<file path="src/rtl/m_imem_loader.sv">
// rtl/m_imem_loader.sv - length-prefixed byte-stream loader that fills imem while holding the CPU in halt
// Optional trailing 32-bit word checksum is enabled by defining LOADER_CHECKSUM_EN.
module m_imem_loader #(
    parameter int ADDR_W = 11
) (
    input  logic              w_clk,
    input  logic              w_rst,
    input  logic              w_start,
    input  logic [7:0]        w_rx_data,
    input  logic              w_rx_valid,
    output logic              r_rx_ready,
    output logic              r_mem_we,
    output logic [ADDR_W-1:0] r_mem_addr,
    output logic [31:0]       r_mem_din,
    output logic              r_cpu_halt,
    output logic              r_busy,
    output logic              r_done,
    output logic              r_err
);

`ifdef LOADER_CHECKSUM_EN
    typedef enum logic [2:0] {S_IDLE, S_HDR, S_DATA, S_WRITE, S_DONE, S_CSUM} state_t;
`else
    typedef enum logic [2:0] {S_IDLE, S_HDR, S_DATA, S_WRITE, S_DONE} state_t;
`endif

    localparam logic [31:0] CAPACITY = 32'd1 << ADDR_W;

    state_t            state_q, state_d;
    logic [1:0]        cnt_q, cnt_d;
    logic [31:0]       shift_q, shift_d;
    logic [ADDR_W:0]   n_q, n_d;
    logic [ADDR_W:0]   idx_q, idx_d;
    logic [31:0]       sum_q, sum_d;

    logic              rx_ready_q, rx_ready_d;
    logic              mem_we_q, mem_we_d;
    logic [ADDR_W-1:0] mem_addr_q, mem_addr_d;
    logic [31:0]       mem_din_q, mem_din_d;
    logic              halt_q, halt_d;
    logic              busy_q, busy_d;
    logic              done_q, done_d;
    logic              err_q, err_d;

    logic              fire;
    logic              last_byte;
    logic [31:0]       asm_word;
    logic [ADDR_W:0]   idx_inc;
    logic              enter_done;

    // Bytes arrive LSB first, so each new byte enters at the top and slides down.
    assign fire      = w_rx_valid && rx_ready_q;
    assign last_byte = fire && (cnt_q == 2'd3);
    assign asm_word  = {w_rx_data, shift_q[31:8]};
    assign idx_inc   = idx_q + 1'b1;

    always_comb begin
        state_d    = state_q;
        cnt_d      = cnt_q;
        shift_d    = shift_q;
        n_d        = n_q;
        idx_d      = idx_q;
        sum_d      = sum_q;
        rx_ready_d = rx_ready_q;
        mem_we_d   = 1'b0;
        mem_addr_d = mem_addr_q;
        mem_din_d  = mem_din_q;
        halt_d     = halt_q;
        busy_d     = busy_q;
        done_d     = 1'b0;
        err_d      = err_q;
        enter_done = 1'b0;

        if (fire) begin
            shift_d = asm_word;
            cnt_d   = cnt_q + 2'd1;
        end

        case (state_q)
            S_IDLE: begin
                if (w_start) begin
                    state_d    = S_HDR;
                    busy_d     = 1'b1;
                    halt_d     = 1'b1;
                    rx_ready_d = 1'b1;
                    err_d      = 1'b0;
                    idx_d      = '0;
                    cnt_d      = 2'd0;
                    sum_d      = '0;
                end
            end
            S_HDR: begin
                if (last_byte) begin
                    if (asm_word == 32'd0) begin
                        enter_done = 1'b1;
                    end else if (asm_word > CAPACITY) begin
                        enter_done = 1'b1;
                        err_d      = 1'b1;
                    end else begin
                        n_d     = asm_word[ADDR_W:0];
                        state_d = S_DATA;
                    end
                end
            end
            S_DATA: begin
                if (last_byte) begin
                    state_d    = S_WRITE;
                    mem_we_d   = 1'b1;
                    mem_din_d  = asm_word;
                    mem_addr_d = idx_q[ADDR_W-1:0];
                    rx_ready_d = 1'b0;
                    sum_d      = sum_q + asm_word;
                end
            end
            S_WRITE: begin
                idx_d = idx_inc;
                if (idx_inc == n_q) begin
`ifdef LOADER_CHECKSUM_EN
                    state_d    = S_CSUM;
                    rx_ready_d = 1'b1;
`else
                    enter_done = 1'b1;
`endif
                end else begin
                    state_d    = S_DATA;
                    rx_ready_d = 1'b1;
                end
            end
`ifdef LOADER_CHECKSUM_EN
            S_CSUM: begin
                if (last_byte) begin
                    enter_done = 1'b1;
                    err_d      = (asm_word != sum_q);
                end
            end
`endif
            S_DONE: begin
                state_d = S_IDLE;
            end
            default: begin
                state_d = S_IDLE;
            end
        endcase

        if (enter_done) begin
            state_d    = S_DONE;
            done_d     = 1'b1;
            busy_d     = 1'b0;
            halt_d     = 1'b0;
            rx_ready_d = 1'b0;
        end
    end

    always_ff @(posedge w_clk) begin
        if (w_rst) begin
            state_q    <= S_IDLE;
            cnt_q      <= 2'd0;
            shift_q    <= '0;
            n_q        <= '0;
            idx_q      <= '0;
            sum_q      <= '0;
            rx_ready_q <= 1'b0;
            mem_we_q   <= 1'b0;
            mem_addr_q <= '0;
            mem_din_q  <= '0;
            halt_q     <= 1'b0;
            busy_q     <= 1'b0;
            done_q     <= 1'b0;
            err_q      <= 1'b0;
        end else begin
            state_q    <= state_d;
            cnt_q      <= cnt_d;
            shift_q    <= shift_d;
            n_q        <= n_d;
            idx_q      <= idx_d;
            sum_q      <= sum_d;
            rx_ready_q <= rx_ready_d;
            mem_we_q   <= mem_we_d;
            mem_addr_q <= mem_addr_d;
            mem_din_q  <= mem_din_d;
            halt_q     <= halt_d;
            busy_q     <= busy_d;
            done_q     <= done_d;
            err_q      <= err_d;
        end
    end

    assign r_rx_ready = rx_ready_q;
    assign r_mem_we   = mem_we_q;
    assign r_mem_addr = mem_addr_q;
    assign r_mem_din  = mem_din_q;
    assign r_cpu_halt = halt_q;
    assign r_busy     = busy_q;
    assign r_done     = done_q;
    assign r_err      = err_q;

endmodule

</file>
<file path="config.mk">
export PLATFORM = sky130hd
export DESIGN_NAME = m_imem_loader
export DESIGN_NICKNAME = d
export VERILOG_FILES = /design/src/rtl/m_imem_loader.sv
export SDC_FILE = /design/constraint.sdc
export NUM_CORES = 1
export LEC_CHECK = 0
export CAP_MARGIN = 5
export CORE_UTILIZATION = 49
export CTS_CLUSTER_DIAMETER = 150
export DETAILED_ROUTE_END_ITERATION = 6
export GPL_TIMING_DRIVEN = 0
export PLACE_DENSITY_LB_ADDON = 0.1
export SYNTH_ARGS = -nofsm -noshare
export SYNTH_HDL_FRONTEND = slang
export SYNTH_SLANG_ARGS = --single-unit
</file>
<file path="constraint.sdc">
create_clock -name w_clk -period 1.95 [get_ports w_clk]
set_input_delay 0.39 -clock w_clk [delete_from_list [all_inputs] [get_ports w_clk]]
set_output_delay 0.39 -clock w_clk [all_outputs]
set_load 0.05 [all_outputs]
</file>
==> reports/metrics.cfg <==
[timing]
hold_viol = 0
relSlewSlack_pct = 59.28
worst_pin_slew_ps = 610.8
skew_ps = 12.84
setup_viol = 0
fin_crit_ps = 1944
clock.fmax_mhz = 514.3
period_share_pct = 99.71
finalMaxSlewViolations = 0

[clock_tree]
clock-sinks = 101
htreeDepth = 3
clkTransAtPathRegs_ps = 100
cts_tree = done
insertion_delay_ps = 370
cts_buffers = 9
clockBufferDepth = 2
cts_root_buf = clkbuf_8

[synth]
synthArstFlopShare_pct = 0
yosysWarnings = 0
synth_edf_count = 0
synth_area_um2 = 4232
synthTopCellsByCount = nand2_1 (149), dfxtp_1 (101), a21oi_1 (77)
ys_seq_area_share_pct = 47.78
post-synth-top-count-cell = nand2_1
yosysTopAreaCell = dfxtp_1
synth.distinct_cells = 45
synth_area_leaders = dfxtp_1 (48%), nand2_1 (13%), a21oi_1 (9.1%), mux2i_1 (3.1%), nor2_1 (3.0%)
synth-seq-cells = 101
synth_fp_nets = 533
avgSynthCellArea_um2 = 8.153
ys.flop_type = dfxtp_1
synth_top_area_share_pct = 47.78
netlist_instances = 519

[critical_path]
critPathMaxFanout = 7
path_cells = buf_6 > xor2_2 > nand4_1 > a2111oi_4 > nor3_2 > nor4_4 > buf_4 > nor3_1
critPathMaxStageDelay_ps = 350
cp.arrival_ps = 2190
worstSetupPathType = reg -> reg
endpoint_kind = flop
cp_slowest_cell = a2111oi_4
path_buf_inv = 2
critical-path-top-delay-family = simple AND/OR/NAND/NOR gates
cp_data_required_time_ps = 2200
start_kind = flop

[route]
antenna_left = 0
dr.first_iter.drc_count = 215
dr.pass1.iters = 5
drc_errors = 0
wl_um = 11360
num_vias = 3969
wl_per_cell_um = 15.77
viasPerCell = 5.513

[global_routing]
grt_pass1_vias = 3530
grt_pass1_wl_um = 17160
grt.total_usage_pct = 25.08
grt_max_degree = 19
antenna_found_initial = 0
gr-total-overflow = 0

[pwr]
p_leak_nw = 2.476
switching_share_pct = 24.87
p_int_mw = 2.753
p_clk_share_pct = 37.9
p_seq_share_pct = 57.0
total_power_mw = 3.664
p_sw_uw = 911.3
power_frac_comb_pct = 5.1
peakVddDrop_mv = 0.5848
powerDensity_nw_per_um2 = 644.0

[floorplanning]
floorplan.initialDensity_pct = 50.99
rows = 33
die_area_um2 = 9012
die_y_um = 94.93
io_pins = 61
core_area_um2 = 8299
die_w_um = 94.93

[flow_run]
cap_viol_max_count = 0

[finish]
area_delta_synth_final_pct = 34.48
num_antenna_cells = 0
drive_above_1_share_pct = 16.91
nFillCells = 687
instances_no_fill = 720
nNetsFinal = 624

[worst_hold_path]
min_path_type = in -> reg

[placement]
hpwl_um = 7682
port_buffers = 59
dp.cells = 683
gp_congestion = 0.8864

[status]
status = completed

## through the flow
step                util [%]  hold slack [ps]  setup slack [ps]  instance area (µm²)  setup TNS [ps]
global route           68.57            233.2            -95.54                 5690          -405.5
global placement       59.73            445.6            -620.8                 4957          -32340
finish                 68.57            237.3             5.713                 5690               0
floorplan                  -            457.1             1.250                 4235               0
CTS                    64.01            227.5             3.766                 5313               0
detailed placement     59.73            447.2            -698.6                 4957          -34620
## routing by layer
metal	up-vias	track usage, %	share of wire (%)
met1	1891	32.82	43
met3	30	3.865	5.3
li1	1929	-	-
met5	-	0	0
met2	119	40.29	49
met4	0	11.99	2.7
## layout make-up
cell class / count / area, µm² / area share [%]
Buffer: 37 / 257.7 / 4.529
Tap cell: 105 / 131.4 / 2.309
Inverter: 2 / 7.507 / 0.1319
Clock inverter: 7 / 81.33 / 1.429
Clock buffer: 9 / 123.9 / 2.177
Sequential cell: 101 / 2039 / 35.84
Multi-Input combinational cell: 379 / 2210 / 38.83
Timing Repair Buffer: 80 / 839.6 / 14.75
## final timing paths
kind | from | slack [ps] | cells after the start | endpoint
hold reg to reg | r_mem_din[2] | 460 | 2 | r_mem_din[2]
hold / removal | w_rst | 240 | 2 | r_rx_ready
setup / recovery | idx_q[9] | 6 | 8 | state_q[1]
setup reg to reg | idx_q[9] | 6 | 8 | state_q[1]
## power groups by stage
stage / Sequential [mW] / Clock [mW] / Combinational (mW)
floorplan: 2.14 / 0 / 0.0975
global placement: 2.14 / 0 / 0.172
detailed placement: 2.14 / 0 / 0.174
CTS: 2.09 / 1.41 / 0.176
global route: 2.09 / 1.49 / 0.201
finish: 2.09 / 1.39 / 0.186
## state kept, by name, indices dropped and copies added, names as in the netlist
register	flops
r_rx_ready	1
r_mem_din	32
idx_q	12
n_q	12
cnt_q	2
r_mem_we	1
shift_q	24
state_q	3
r_err	1
r_done	1
r_busy	1
r_mem_addr	11
## placed cells by master, fill, tap and decap left out, types with 3 or more instances in the layout
master / synthesis / routed
dlymetal6s2s_1: 0 / 25
xor2_1: 7 / 5
nor4_1: 11 / 4
nor4_2: 0 / 3
a21oi_1: 77 / 77
clkbuf_2: 0 / 4
xnor2_1: 12 / 12
nand4_1: 4 / 4
dfxtp_2: 0 / 8
nor2_1: 34 / 33
dfxtp_1: 101 / 91
clkbuf_8: 4 / 12
mux2i_1: 13 / 13
nor3_2: 1 / 3
nor3_1: 13 / 10
nand2_1: 149 / 147
buf_6: 2 / 5
o21ai_0: 12 / 12
nor4_4: 1 / 5
buf_4: 5 / 25
clkbuf_1: 21 / 13
a311oi_1: 4 / 4
dlygate4sd2_1: 0 / 4
nand3_1: 10 / 6
nand3_2: 1 / 4
clkdlybuf4s50_1: 0 / 30
## cell families after synthesis
kind of cell	count (synthesis)	share of synthesized area [%]
AND/OR/NAND/NOR	240	25.58
AO/OA/AOI/OAI	105	13.75
flip-flops	101	47.78
buffers and inverters	39	5.293
XOR/XNOR	19	3.933
multiplexers	13	3.075
adder cells (fa/ha/maj)	2	0.5913
## repair_timing
item,in CTS,in global routing
pin swaps,5,20
hold buffers,0,0
resized for setup,31,73
cloned,0,1
buffers inserted,7,13
setup endpoints to repair,61,82
Note: power is estimated with default switching activity, not from simulation.
